[config.mk]
export PLATFORM = sky130hd
export DESIGN_NAME = gray_codec
export DESIGN_NICKNAME = d
export VERILOG_FILES = /design/src/rtl/gray_codec_pkg.sv /design/src/rtl/gray_codec_stage.sv /design/src/rtl/gray_codec.sv
export SDC_FILE = /design/constraint.sdc
export NUM_CORES = 1
export LEC_CHECK = 0
export CAP_MARGIN = 20
export CORE_MARGIN = 4
export CORE_UTILIZATION = 50
export DETAILED_ROUTE_END_ITERATION = 16
export GPL_TIMING_DRIVEN = 0
export PLACE_DENSITY_LB_ADDON = 0.2
export SLEW_MARGIN = 20
export SYNTH_ARGS = -nofsm -noshare
export SYNTH_HDL_FRONTEND = slang
export SYNTH_SLANG_ARGS = --single-unit
[constraint.sdc]
create_clock -name clk -period 1.8 [get_ports clk]
set_input_delay 0.18 -clock clk [delete_from_list [all_inputs] [get_ports clk]]
set_output_delay 0.18 -clock clk [all_outputs]
set_load 0.01 [all_outputs]
[src/rtl/gray_codec_pkg.sv]
// Shared types and elaboration helpers for the gray_codec pipeline.
package gray_codec_pkg;

  typedef enum logic {
    DIR_G2B = 1'b0,
    DIR_B2G = 1'b1
  } dir_e;

  localparam int unsigned STATS_W = 32;

  // Number of prefix-XOR stages needed to fully decode a word of the given width.
  function automatic int unsigned num_steps(input int unsigned width);
    int unsigned s;
    s = $clog2(width);
    return (s < 1) ? 1 : s;
  endfunction

  // A zero or oversized bit count selects the full lane width.
  function automatic int unsigned clamp_bits(input int unsigned bits, input int unsigned width);
    return ((bits == 0) || (bits > width)) ? width : bits;
  endfunction

endpackage

[src/rtl/gray_codec_stage.sv]
// One prefix-XOR pipeline register: applies x ^ (x >> SHIFT) per lane for Gray->binary beats.
module gray_codec_stage
  import gray_codec_pkg::*;
#(
  parameter int unsigned DATA_WIDTH = 16,
  parameter int unsigned NUM_LANES  = 2,
  parameter int unsigned SHIFT      = 1
) (
  input  logic                                   clk,
  input  logic                                   rst,
  input  logic                                   i_en,
  input  logic                                   i_valid,
  input  dir_e                                   i_dir,
  input  logic                                   i_last,
  input  logic [$clog2(DATA_WIDTH + 1)-1:0]      i_bits,
  input  logic [NUM_LANES*DATA_WIDTH-1:0]        i_data,
  output logic                                   o_valid,
  output dir_e                                   o_dir,
  output logic                                   o_last,
  output logic [$clog2(DATA_WIDTH + 1)-1:0]      o_bits,
  output logic [NUM_LANES*DATA_WIDTH-1:0]        o_data
);

  localparam int unsigned BITS_W = $clog2(DATA_WIDTH + 1);
  localparam int unsigned W      = NUM_LANES * DATA_WIDTH;

  logic [W-1:0]      w_next;
  logic [W-1:0]      r_data;
  logic              r_valid;
  dir_e              r_dir;
  logic              r_last;
  logic [BITS_W-1:0] r_bits;

  always_comb begin
    w_next = i_data;
    if (i_dir == DIR_G2B) begin
      for (int unsigned l = 0; l < NUM_LANES; l++) begin
        w_next[l*DATA_WIDTH +: DATA_WIDTH] =
          i_data[l*DATA_WIDTH +: DATA_WIDTH] ^ (i_data[l*DATA_WIDTH +: DATA_WIDTH] >> SHIFT);
      end
    end
  end

  always_ff @(posedge clk or negedge rst) begin
    if (!rst) begin
      r_valid <= 1'b0;
      r_data  <= '0;
      r_dir   <= DIR_G2B;
      r_last  <= 1'b0;
      r_bits  <= '0;
    end else if (i_en) begin
      r_valid <= i_valid;
      r_data  <= w_next;
      r_dir   <= i_dir;
      r_last  <= i_last;
      r_bits  <= i_bits;
    end
  end

  assign o_valid = r_valid;
  assign o_data  = r_data;
  assign o_dir   = r_dir;
  assign o_last  = r_last;
  assign o_bits  = r_bits;

endmodule

[src/rtl/gray_codec.sv]
// Multi-lane pipelined Gray<->binary converter with valid/ready flow control.
// Defining GRAY_CODEC_STATS_EN adds a saturating output-handshake counter on o_beat_count.
module gray_codec
  import gray_codec_pkg::*;
#(
  parameter int unsigned DATA_WIDTH = 16,
  parameter int unsigned NUM_LANES  = 2,
  parameter int unsigned BITS_W     = $clog2(DATA_WIDTH + 1)
) (
  input  logic                            clk,
  input  logic                            rst,
  input  logic                            i_valid,
  output logic                            o_ready,
  input  logic                            i_dir,
  input  logic [BITS_W-1:0]               i_bits,
  input  logic [NUM_LANES*DATA_WIDTH-1:0] i_data,
  input  logic                            i_last,
  output logic                            o_valid,
  input  logic                            i_ready,
  output logic [NUM_LANES*DATA_WIDTH-1:0] o_data,
`ifdef GRAY_CODEC_STATS_EN
  output logic [STATS_W-1:0]              o_beat_count,
`endif
  output logic                            o_last
);

  localparam int unsigned N = num_steps(DATA_WIDTH);
  localparam int unsigned W = NUM_LANES * DATA_WIDTH;

  logic                  w_en;
  int unsigned           w_nbits;
  logic [DATA_WIDTH-1:0] w_mask;
  logic [W-1:0]          w_r0_next;

  logic [W-1:0]          r_data0;
  logic                  r_valid0;
  dir_e                  r_dir0;
  logic                  r_last0;
  logic [BITS_W-1:0]     r_bits0;

  logic [W-1:0]          w_data  [0:N];
  logic                  w_valid [0:N];
  dir_e                  w_dir   [0:N];
  logic                  w_last  [0:N];
  logic [BITS_W-1:0]     w_bits  [0:N];
  logic                  w_unused_tail;

  // Single global enable: the whole pipe stalls together, bubbles included.
  assign w_en    = ~o_valid | i_ready;
  assign o_ready = w_en;

  always_comb begin
    logic [DATA_WIDTH-1:0] v_lane;
    w_r0_next = '0;
    v_lane    = '0;
    w_nbits   = clamp_bits(32'(i_bits), DATA_WIDTH);
    for (int unsigned i = 0; i < DATA_WIDTH; i++) begin
      w_mask[i] = (i < w_nbits);
    end
    for (int unsigned l = 0; l < NUM_LANES; l++) begin
      v_lane = i_data[l*DATA_WIDTH +: DATA_WIDTH] & w_mask;
      w_r0_next[l*DATA_WIDTH +: DATA_WIDTH] =
        (dir_e'(i_dir) == DIR_B2G) ? (v_lane ^ (v_lane >> 1)) : v_lane;
    end
  end

  always_ff @(posedge clk or negedge rst) begin
    if (!rst) begin
      r_valid0 <= 1'b0;
      r_data0  <= '0;
      r_dir0   <= DIR_G2B;
      r_last0  <= 1'b0;
      r_bits0  <= '0;
    end else if (w_en) begin
      r_valid0 <= i_valid;
      r_data0  <= w_r0_next;
      r_dir0   <= dir_e'(i_dir);
      r_last0  <= i_last;
      r_bits0  <= BITS_W'(w_nbits);
    end
  end

  assign w_data[0]  = r_data0;
  assign w_valid[0] = r_valid0;
  assign w_dir[0]   = r_dir0;
  assign w_last[0]  = r_last0;
  assign w_bits[0]  = r_bits0;

  for (genvar k = 1; k <= N; k++) begin : g_stage
    gray_codec_stage #(
      .DATA_WIDTH (DATA_WIDTH),
      .NUM_LANES  (NUM_LANES),
      .SHIFT      (1 << (k - 1))
    ) u_stage (
      .clk     (clk),
      .rst     (rst),
      .i_en    (w_en),
      .i_valid (w_valid[k-1]),
      .i_dir   (w_dir[k-1]),
      .i_last  (w_last[k-1]),
      .i_bits  (w_bits[k-1]),
      .i_data  (w_data[k-1]),
      .o_valid (w_valid[k]),
      .o_dir   (w_dir[k]),
      .o_last  (w_last[k]),
      .o_bits  (w_bits[k]),
      .o_data  (w_data[k])
    );
  end

  assign o_valid = w_valid[N];
  assign o_data  = w_data[N];
  assign o_last  = w_last[N];

  // Direction and bit count are only consumed by the stages; the tail copies are dropped.
  assign w_unused_tail = ^{w_bits[N], w_dir[N]};

`ifdef GRAY_CODEC_STATS_EN
  logic [STATS_W-1:0] r_beat_count;

  always_ff @(posedge clk or negedge rst) begin
    if (!rst) begin
      r_beat_count <= '0;
    end else if (o_valid && i_ready && (r_beat_count != '1)) begin
      r_beat_count <= r_beat_count + 1'b1;
    end
  end

  assign o_beat_count = r_beat_count;
`endif

endmodule

==> flow_summary.yaml <==
floorplanning:
  core-area_um2: 17200
  dieArea_um2: 19800
  io_pins: 78
  num_rows: 48
  initial_core_util_pct: 51.0
  die_h_um: 141
  die_w_um: 141
worst_setup_path:
  r2r-start: "g_stage[4].u_stage.o_valid"
  crit_start: "i_bits[1]"
  cp.arrival_ps: 2010
  crit_path_start_kind: "input port"
  endpoint_kind: "register"
  critPathKind: "in -> reg"
  crit_path_max_fanout: 9
  cp_data_required_time_ps: 2080
power_and_ir_drop:
  peakVddDrop_mv: 0.917
  powerDensity_nw_per_um2: 1670
  power.leakage_nw: 4.47
timing:
  maxSlewViolCount: 0
  worst_pin_slew_ps: 694
  whs_ps: 224
  hold_viol_final: 0
  skew_ps: 7.51
  setup_viol: 0
  fin_crit_sh_pct: 96.3
  max_slew_margin_pct: 53.7
  layout_min_cycle_time_ps: 1730
  max_freq_mhz: 577
  rsz0062_at_grt: "true"
drt:
  routed.top_layer: "met4"
  wl_met3_um: 896
  drc: 0
  met2_length_mm: 9.94
  viasPerCell: 5.19
  drtAntennaViolNets: 0
  vias: 6737
  drtIter0Drc: 349
  wl_per_cell_um: 15.6
  wirelength_mm: 20.3
  dr.pass1.iters: 5
  met1_length_mm: 9.07
yosys:
  dominantRegCellSynth: "dfrtp_1"
  synth_warnings: 0
  syn_area_per_cell_um2: 9.19
  ys_seq_area_share_pct: 49.6
  yosysUniqueCellTypes: 50
  async_reset_ff_share_pct: 100
  synth-seq-cells: 174
  synth_nets: 1000
  synthCells: 956
  syn_area_um2: 8780
  synth-edff-count: 0
global_route:
  grt_max_degree: 100
  grt_first_pass_wirelength_mm: 33.8
  overflow: 0
  grt_pass1_vias: 6659
  antenna_found_initial: 0
  track_usage_pct: 21.4
place:
  finalWeightedCongestion: 0.892
  dp_cells: 1256
  hpwl_mm: 15.4
  port_buffers: 74
run_status:
  outcome: "completed"
clock_tree:
  worstSkewPairLatency_ps: 430
  path_clk_slew_ps: 60
  cts_buffers: 17
  cts_sinks: 174
  cts_tree: "built"
  cts-root-buf: "clkbuf_16"
  htree_levels: 4
  cts_buffer_depth: 2
run:
  maxCapViolations: 0
final_layout:
  fin_cells: 1298
  antenna_cells: 0
  drive_gt1_share_pct: 11.0
  areaGrowthSynthToFinish_pct: 21.4
  nets: 1104
worst_hold_path:
  worstHoldStart: "i_dir"
  hold_class: "in -> reg"
## routing by layer
metal | GRT usage [%] | vias up
li1 | - | 3368
met2 | 36.1 | 156
met1 | 28.0 | 3180
met5 | 0 | -
met3 | 4.17 | 33
met4 | 6.37 | 0
## synthesized netlist by cell type (all sizes together) (2+ instances only)
master,number,area share (%)
xnor2,101,10
dfrtp,174,50
nor2b,100,7.1
nand4,11,0.78
nand2,253,11
a31o,2,0.20
o2bb2ai,2,0.20
a31oi,16,1.1
a32oi,4,0.40
a21oi,6,0.51
o21ai,117,6.8
a21o,6,0.51
inv,10,0.43
nand2b,3,0.30
nor2,21,0.90
o211ai,10,0.97
clkbuf,26,1.1
a211o,8,0.80
and2,2,0.16
o2111ai,2,0.20
nand3b,2,0.17
nand4b,2,0.37
buf,35,2.5
nand3,18,1.0
a311o,6,0.68
xor2,4,0.40
a311oi,2,0.20
## path summary, 6_finish.rpt
path / endpoint / slack [ps] / cells after the start
worst max register to register: r_data0[22] / 90 / 5
max in group asynchronous: g_stage[1].u_stage.o_data[8] / 620 / 3
min in group asynchronous: g_stage[4].u_stage.o_data[27] / 310 / 2
worst min-delay path: r_data0[23] / 220 / 4
worst max-delay path: r_data0[21] / 70 / 10
worst min register to register: g_stage[3].u_stage.o_valid / 460 / 2
## registers in the layout (all words and copies together), names as in the netlist
signal / flops
g_stage.u_stage.o_valid: 4
r_valid0: 1
r_dir0: 1
r_last0: 1
g_stage.u_stage.o_data: 128
g_stage.u_stage.o_last: 4
g_stage.u_stage.o_dir: 3
r_data0: 32
## worst max-delay path, stage by stage
cell and delay (ps):
buf_2 130, buf_6 120, nor4_4 250, inv_2 80, ha_4 250, buf_8 130
nand4b_4 220, a311oi_2 340, xor2_1 230, o21ai_1 80
## what timing repair did
item	4_1_cts	5_1_grt
hold buffers	1	0
cloned	0	0
setup buffers	6	4
pin swaps	1	6
gates resized for setup	26	22
setup endpoints to repair	73	57
endpoints found under the hold margin	75	0
## report_power, final
part           switching, W  leakage [nW]  total, W  internal [W]
combinational       0.00337          2.04   0.00686       0.00349
clock               0.00154         0.297   0.00381       0.00227
sequential          0.00139          2.13   0.00715       0.00577
total               0.00629          4.47    0.0178        0.0115
## layout make-up
cell class              count  area (µm²)
plain buffers              60         360
clock buffers              20         457
clock inverters            12         159
fillers                  1548        6570
inverters                  10        37.5
multi-input cells         711        4160
flip-flops and latches    174        4350
well taps                 225         282
repair buffers             86         856
## placed cells by master (no fill, tap or decap), types with 17 or more instances in the layout
cell type,n
clkbuf_16,17
clkbuf_1,21
buf_2,21
clkdlybuf4s50_1,70
nand2_1,252
nor2b_1,99
o21ai_0,105
nor2_1,21
xnor2_1,101
dfrtp_1,174
nand3_1,18
## cells by family after synthesis
| kind of cell | share of synthesized area [%] |
|---|---|
| compound gates | 13.4 |
| xor+xnor | 10.5 |
| fa+ha+maj | 0.142 |
| buf+inv | 4.06 |
| flops | 49.6 |
| simple gates | 22.4 |
## stage by stage
step	TNS, ps	cell area, µm²	total power [W]	utilization, %	worst slack [ps]
floorplan	-45.1	8840	0.0117	-	-31.5
global placement	-1162430	9860	0.0138	57.2	-6490
global route	-26.4	10700	0.0192	61.9	-26.0
CTS	0	10600	0.0179	61.5	7.06
finish	0	10700	0.0178	61.9	65.8
detailed placement	-43220	9900	0.0141	57.4	-828
No activity file was read; power rests on OpenSTA's default activity.
